## config.mk

```make
export PLATFORM = sky130hd
export DESIGN_NAME = ring_slot_monitor_flat
export DESIGN_NICKNAME = d
export VERILOG_FILES = /design/src/rtl/ring_pkg.sv /design/src/rtl/ring_slot_monitor_if.sv /design/src/rtl/onehot_enc.sv /design/src/rtl/ring_slot_monitor.sv /design/src/flat_wrapper.sv
export SDC_FILE = /design/constraint.sdc
export NUM_CORES = 1
export LEC_CHECK = 0
export ABC_AREA = 1
export CAP_MARGIN = 0
export CORE_AREA = 3 3 55 57
export CTS_CLUSTER_DIAMETER = 120
export CTS_CLUSTER_SIZE = 10
export DETAILED_ROUTE_END_ITERATION = 8
export DIE_AREA = 0 0 58 60
export PLACE_DENSITY = 0.74
export RECOVER_POWER = 25
export SETUP_SLACK_MARGIN = 0.05
export SYNTH_ARGS = -nofsm -noshare
export SYNTH_HDL_FRONTEND = slang
export SYNTH_SLANG_ARGS = --single-unit
```

## constraint.sdc

```tcl
create_clock -name clk -period 1.7 [get_ports clk]
set_input_delay 0.34 -clock clk [delete_from_list [all_inputs] [get_ports clk]]
set_output_delay 0.34 -clock clk [all_outputs]
set_load 0.05 [all_outputs]
```

## src/rtl/ring_pkg.sv

```systemverilog
// rtl/ring_pkg.sv - shared types and helpers for the ring slot monitor
package ring_pkg;

    localparam int RING_N_DEF = 3;
    localparam int RING_N_MAX = 32;

    typedef enum logic [1:0] {
        SYNC   = 2'd0,
        TRACK  = 2'd1,
        FAULT  = 2'd2,
        REINIT = 2'd3
    } mon_state_t;

    // Narrower ring vectors are zero-extended by the caller.
    function automatic logic is_onehot(input logic [RING_N_MAX-1:0] v);
        return (v != '0) && ((v & (v - RING_N_MAX'(1))) == '0);
    endfunction

    function automatic int rot_next(input int idx, input int n);
        return (idx + 1 >= n) ? 0 : idx + 1;
    endfunction

endpackage

```

## src/rtl/ring_slot_monitor_if.sv

```systemverilog
// rtl/ring_slot_monitor_if.sv - ring sample in, slot index and status out
interface ring_slot_monitor_if #(
    parameter int N     = ring_pkg::RING_N_DEF,
    parameter int CNT_W = 8
);
    import ring_pkg::*;

    localparam int IDX_W = $clog2(N);

    logic [N-1:0]     ring_q;
    logic             err_clr;
    logic [IDX_W-1:0] slot_idx;
    logic             slot_valid;
    logic             wrap;
    logic [CNT_W-1:0] rot_count;
    logic             err;
    logic             reinit_n;

    modport master (
        output ring_q, err_clr,
        input  slot_idx, slot_valid, wrap, rot_count, err, reinit_n
    );

    modport slave (
        input  ring_q, err_clr,
        output slot_idx, slot_valid, wrap, rot_count, err, reinit_n
    );

endinterface

```

## src/rtl/onehot_enc.sv

```systemverilog
// rtl/onehot_enc.sv - one-hot ring state to binary index plus legality flag
module onehot_enc
    import ring_pkg::*;
#(
    parameter  int N     = RING_N_DEF,
    localparam int IDX_W = $clog2(N)
) (
    input  logic [N-1:0]     ring_i,
    output logic [IDX_W-1:0] idx_o,
    output logic             legal_o
);

    // Index is only meaningful when legal_o is set.
    always_comb begin
        idx_o = '0;
        for (int i = 0; i < N; i++) begin
            if (ring_i[i]) begin
                idx_o = IDX_W'(i);
            end
        end
    end

    assign legal_o = is_onehot(RING_N_MAX'(ring_i));

endmodule

```

## src/rtl/ring_slot_monitor.sv

```systemverilog
// rtl/ring_slot_monitor.sv - tracks ring slot position, counts rotations, requests re-init on faults
module ring_slot_monitor
    import ring_pkg::*;
#(
    parameter int N             = RING_N_DEF,
    parameter int CNT_W         = 8,
    parameter int ERR_LIMIT     = 2,
    parameter int REINIT_CYCLES = 2
) (
    input logic                clk,
    input logic                ori,
    ring_slot_monitor_if.slave bus
);

    localparam int IDX_W = $clog2(N);
    localparam int BAD_W = $clog2(ERR_LIMIT + 1);
    localparam int RI_W  = $clog2(REINIT_CYCLES + 1);

    mon_state_t       state_q, state_d;
    logic [IDX_W-1:0] slot_idx_q, slot_idx_d;
    logic [IDX_W-1:0] expected_q, expected_d;
    logic             slot_valid_q, slot_valid_d;
    logic             wrap_q, wrap_d;
    logic [CNT_W-1:0] rot_count_q, rot_count_d;
    logic             err_q, err_d;
    logic             reinit_n_q, reinit_n_d;
    logic [BAD_W-1:0] bad_cnt_q, bad_cnt_d;
    logic [RI_W-1:0]  reinit_cnt_q, reinit_cnt_d;

    logic [IDX_W-1:0] enc_idx;
    logic             enc_legal;
    logic             good;
    logic             bad_limit;
    logic             reinit_done;

    onehot_enc #(.N(N)) u_enc (
        .ring_i  (bus.ring_q),
        .idx_o   (enc_idx),
        .legal_o (enc_legal)
    );

    assign good        = enc_legal && (enc_idx == expected_q);
    assign bad_limit   = (bad_cnt_q == BAD_W'(ERR_LIMIT - 1));
    assign reinit_done = (reinit_cnt_q == RI_W'(REINIT_CYCLES - 1));

    always_ff @(posedge clk or negedge ori) begin
        if (!ori) begin
            state_q      <= SYNC;
            slot_idx_q   <= '0;
            expected_q   <= '0;
            slot_valid_q <= 1'b0;
            wrap_q       <= 1'b0;
            rot_count_q  <= '0;
            err_q        <= 1'b0;
            reinit_n_q   <= 1'b1;
            bad_cnt_q    <= '0;
            reinit_cnt_q <= '0;
        end else begin
            state_q      <= state_d;
            slot_idx_q   <= slot_idx_d;
            expected_q   <= expected_d;
            slot_valid_q <= slot_valid_d;
            wrap_q       <= wrap_d;
            rot_count_q  <= rot_count_d;
            err_q        <= err_d;
            reinit_n_q   <= reinit_n_d;
            bad_cnt_q    <= bad_cnt_d;
            reinit_cnt_q <= reinit_cnt_d;
        end
    end

    always_comb begin
        state_d = state_q;
        case (state_q)
            SYNC:    if (enc_legal) state_d = TRACK;
            TRACK:   if (!good && bad_limit) state_d = FAULT;
            FAULT:   state_d = REINIT;
            REINIT:  if (reinit_done) state_d = SYNC;
            default: state_d = SYNC;
        endcase
    end

    always_comb begin
        slot_idx_d   = slot_idx_q;
        expected_d   = expected_q;
        slot_valid_d = 1'b0;
        wrap_d       = 1'b0;
        rot_count_d  = rot_count_q;
        bad_cnt_d    = bad_cnt_q;
        reinit_cnt_d = '0;
        reinit_n_d   = (state_d != REINIT);
        err_d        = err_q & ~bus.err_clr;
        case (state_q)
            SYNC: begin
                if (enc_legal) begin
                    slot_idx_d   = enc_idx;
                    expected_d   = IDX_W'(rot_next(int'(enc_idx), N));
                    slot_valid_d = 1'b1;
                    bad_cnt_d    = '0;
                end
            end
            TRACK: begin
                // Expected position keeps advancing through bad samples so a
                // single glitch does not desynchronise the tracker.
                expected_d = IDX_W'(rot_next(int'(expected_q), N));
                if (good) begin
                    slot_idx_d   = enc_idx;
                    slot_valid_d = 1'b1;
                    bad_cnt_d    = '0;
                    if (enc_idx == '0 && slot_valid_q && slot_idx_q == IDX_W'(N - 1)) begin
                        wrap_d = 1'b1;
                        if (rot_count_q != '1) begin
                            rot_count_d = rot_count_q + CNT_W'(1);
                        end
                    end
                end else begin
                    bad_cnt_d = bad_cnt_q + BAD_W'(1);
                end
            end
            FAULT: begin
                err_d     = 1'b1;
                bad_cnt_d = '0;
            end
            REINIT: begin
                reinit_cnt_d = reinit_cnt_q + RI_W'(1);
            end
            default: begin
            end
        endcase
    end

    assign bus.slot_idx   = slot_idx_q;
    assign bus.slot_valid = slot_valid_q;
    assign bus.wrap       = wrap_q;
    assign bus.rot_count  = rot_count_q;
    assign bus.err        = err_q;
    assign bus.reinit_n   = reinit_n_q;

endmodule

```

## src/flat_wrapper.sv

```systemverilog
// flat-port wrapper written by rule: the top's interface ports become plain ports
module ring_slot_monitor_flat import ring_pkg::*;
#(
    parameter int N             = RING_N_DEF,
    parameter int CNT_W         = 8,
    parameter int ERR_LIMIT     = 2,
    parameter int REINIT_CYCLES = 2
)
  (clk, ori, bus_ring_q, bus_err_clr, bus_slot_idx, bus_slot_valid, bus_wrap, bus_rot_count, bus_err, bus_reinit_n);
  ring_slot_monitor_if #(.N(N), .CNT_W(CNT_W)) bus_i ();
  input logic clk;
  input logic ori;
  input wire logic [$bits(bus_i.ring_q)-1:0] bus_ring_q;
  input wire logic [$bits(bus_i.err_clr)-1:0] bus_err_clr;
  output wire logic [$bits(bus_i.slot_idx)-1:0] bus_slot_idx;
  output wire logic [$bits(bus_i.slot_valid)-1:0] bus_slot_valid;
  output wire logic [$bits(bus_i.wrap)-1:0] bus_wrap;
  output wire logic [$bits(bus_i.rot_count)-1:0] bus_rot_count;
  output wire logic [$bits(bus_i.err)-1:0] bus_err;
  output wire logic [$bits(bus_i.reinit_n)-1:0] bus_reinit_n;
  assign bus_i.ring_q = bus_ring_q;
  assign bus_i.err_clr = bus_err_clr;
  assign bus_slot_idx = bus_i.slot_idx;
  assign bus_slot_valid = bus_i.slot_valid;
  assign bus_wrap = bus_i.wrap;
  assign bus_rot_count = bus_i.rot_count;
  assign bus_err = bus_i.err;
  assign bus_reinit_n = bus_i.reinit_n;
  ring_slot_monitor #(.N(N), .CNT_W(CNT_W), .ERR_LIMIT(ERR_LIMIT), .REINIT_CYCLES(REINIT_CYCLES)) u_core (.clk(clk), .ori(ori), .bus(bus_i));
endmodule
```

==> impl_metrics.env <==
export IMPL_multi_input_area_um2=657
export IMPL_cts_inserted_buffers=3
export IMPL_max_freq_mhz=641
export IMPL_powerDensity_mw_per_mm2=1350
export IMPL_drt_initial_drc_count=36
export IMPL_layout_setup_ws_ns=0.141
export IMPL_dieArea_mm2=0.00348
export IMPL_routed_wl_um=2700
export IMPL_fin_skew_ns=0.00839
export IMPL_setup_worst_path_class="in2reg"
export IMPL_detail_route_antenna_nets=0
export IMPL_rr_endpoint="u_core.bus.rot_count[3]"
export IMPL_pwr_share_clk_pct=18.3
export IMPL_arrival_ns=1.78
export IMPL_worst_pin_slew_ns=0.311
export IMPL_overflow=0
export IMPL_synth_top_cell_area_share_pct=41.0
export IMPL_insertion_delay_ns=0.32
export IMPL_timing_rr_start="u_core.bus.rot_count[0]"
export IMPL_p_leak_nw=0.854
export IMPL_cp_startpoint="bus_ring_q[2]"
export IMPL_fp_dieH_um=60
export IMPL_syn_inst=158
export IMPL_yosysTopAreaCell="dfrtp_1"
export IMPL_final_common_cell="nand2_1"
export IMPL_synthesis_area_mm2=0.00128
export IMPL_cts_sinks=22
export IMPL_synth_area_top_cells="dfrtp_1 (41%), nand2_1 (16%), nand3_1 (4.7%)"
export IMPL_dp_hpwl_um=2020
export IMPL_chipWidth_um=58
export IMPL_core_area_mm2=0.00252
export IMPL_mostFrequentLayoutCells="nand2_1 (53), buf_4 (25), dfrtp_1 (19)"
export IMPL_grt_pass1_wl_um=4800
export IMPL_vias_per_cell=5.20
export IMPL_peakVddDrop_mv=0.958
export IMPL_initial_utilization_pct=50.8
export IMPL_portBuffers=19
export IMPL_drive_above_1_share_pct=26.3
export IMPL_via_count=1165
export IMPL_seq_area_um2=554
export IMPL_slew_viol_final=0
export IMPL_hold_violations=0
export IMPL_dp_cells=217
export IMPL_endpoint="u_core.bus.rot_count[3]"
export IMPL_ios=20
export IMPL_yosysUniqueCellTypes=23
export IMPL_nets=204
export IMPL_antenna_found_initial=0
export IMPL_power_frac_seq_pct=35.4
export IMPL_cts_root_buf="clkbuf_4"
export IMPL_setup_viol=0
export IMPL_syn_area_per_cell_um2=8.12
export IMPL_fillers=214
export IMPL_synth_fp_nets=167
export IMPL_drv_cap=0
export IMPL_htree_levels=1
export IMPL_p_total_mw=2.24
export IMPL_period_share_pct=91.7
export IMPL_routedWlPerCell_um=12.1
export IMPL_place_congestion=0.891
export IMPL_intPower_mw=1.29
export IMPL_r2r_cells=7
export IMPL_run_status="completed"
export IMPL_grt_pass1_vias=1120
export IMPL_hold_class="in2async"
export IMPL_fin_crit_ns=1.56
export IMPL_cts_hold_buffers_added=0
export IMPL_pwr_share_comb_pct=46.3
export IMPL_power_switching_mw=0.949
export IMPL_drc=0
export IMPL_yosysWarnings=0
export IMPL_synth_seq_cells=22
export IMPL_syn2layout_area_growth_pct=29.6
export IMPL_slew_limit_headroom_pct=79.0
export IMPL_yosysSeqAreaShare_pct=43.0
export IMPL_dr_pass1_iters=4
export IMPL_grtUsageTotal_pct=17.9
export IMPL_rsz0062_at_grt="no"
export IMPL_switching_share_pct=42.4
export IMPL_pre_cts_ws_ns=-0.178
export IMPL_grt_max_degree=23
export IMPL_worstPathMaxFanout=8
export IMPL_startpoint_type="input pin"
export IMPL_r2r_setup_slack_ns=0.16
export IMPL_clk_pin_slew_ns=0.13
export IMPL_fin_cells=224
export IMPL_antenna_cells=0
export IMPL_rows=18
export IMPL_cts_tree="built"
export IMPL_clock_tree_buffer_depth=2
export IMPL_cp_end_kind="flop"
export IMPL_required_ns=1.92
[power groups by stage]
stage / Combinational, mW / Sequential (mW) / Clock [mW]
2_1_floorplan: 0.501 / 0.959 / 0
3_3_place_gp: 0.952 / 0.791 / 0
3_5_place_dp: 0.981 / 0.800 / 0
4_1_cts: 0.990 / 0.790 / 0.419
5_1_grt: 1.14 / 0.809 / 0.440
6_report: 1.04 / 0.792 / 0.409
[worst max-delay path, stage by stage]
cell and delay [ns]:
clkdlybuf4s50_1 0.61, inv_4 0.08, nand2_2 0.10, nand2_1 0.06, nand2_1 0.07, nand2_2 0.09, nor2_8 0.15, nand3_4 0.12
nand2_1 0.10, nand2_1 0.06
[synthesized netlist by cell type (all sizes together)]
master  count
nand3      15
nand2      59
xor2        2
dfstp       1
o21ai      12
buf         1
nor3        2
ha          3
nor2       13
inv        16
a21oi       1
nand4       8
xnor2       3
dfrtp      21
nand3b      1
[layout make-up]
class                           instances  area share (%)
Multi-Input combinational cell        119            39.5
Sequential cell                        22            33.4
Timing Repair Buffer                   33            17.9
Inverter                               16            3.77
Tap cell                               30            2.26
Clock inverter                          1            1.81
Clock buffer                            3            1.36
[stage by stage]
step	TNS (ns)	instance area (um2)	hold slack, ns	util [%]
floorplan	0	1280	0.0444	-
global placement	-1.25	1590	0.420	62.9
detailed placement	-2.32	1590	0.439	62.9
CTS	0	1640	0.345	65.0
global route	0	1660	0.423	65.9
finish	0	1660	0.411	65.9
[sequential cells by signal, indices dropped and copies added (netlist names)]
signal	flops
u_core.bus.rot_count	8
u_core.bad_cnt_q	2
u_core.bus.slot_idx	2
u_core.expected_q	2
u_core.reinit_cnt_q	2
u_core.state_q	2
u_core.bus.err	1
u_core.bus.reinit_n	1
u_core.bus.slot_valid	1
u_core.bus.wrap	1
[worst min path at each step]
| stage | from | endpoint | slack (ns) | cells after the start |
|---|---|---|---|---|
| after floorplan | ori | u_core.bad_cnt_q[0] | 0.04 | 0 |
| after CTS | ori | u_core.bus.rot_count[4] | 0.35 | 2 |
| after detailed placement | u_core.reinit_cnt_q[0] | u_core.reinit_cnt_q[0] | 0.44 | 1 |
| after global placement | u_core.reinit_cnt_q[0] | u_core.reinit_cnt_q[0] | 0.42 | 1 |
| final | ori | u_core.bus.rot_count[4] | 0.41 | 2 |
| after global routing | ori | u_core.bus.rot_count[4] | 0.42 | 2 |
[what timing repair did]
item,in CTS,in global routing
buffers inserted,0,3
gates resized for setup,0,0
endpoints found under the setup margin,0,1
[logic make-up after synthesis]
kind of cell               count (synthesis)  synth area share, %
xor gates and xnor gates                   5                 3.42
DFF                                       22                 43.0
adders and majority gates                  3                 2.93
AOI/OAI and AO/OA                         13                 5.95
buffers and inverters                     17                 5.76
and+or+nand+nor                           98                 38.9
[routing by layer]
metal  part of all wire, %  GRT usage (%)
met1                    42           23.1
met2                    53           30.6
met4                   1.0           6.95
met5                     0              0
met3                   3.8           2.16
Power figures use the tool's default switching activity.
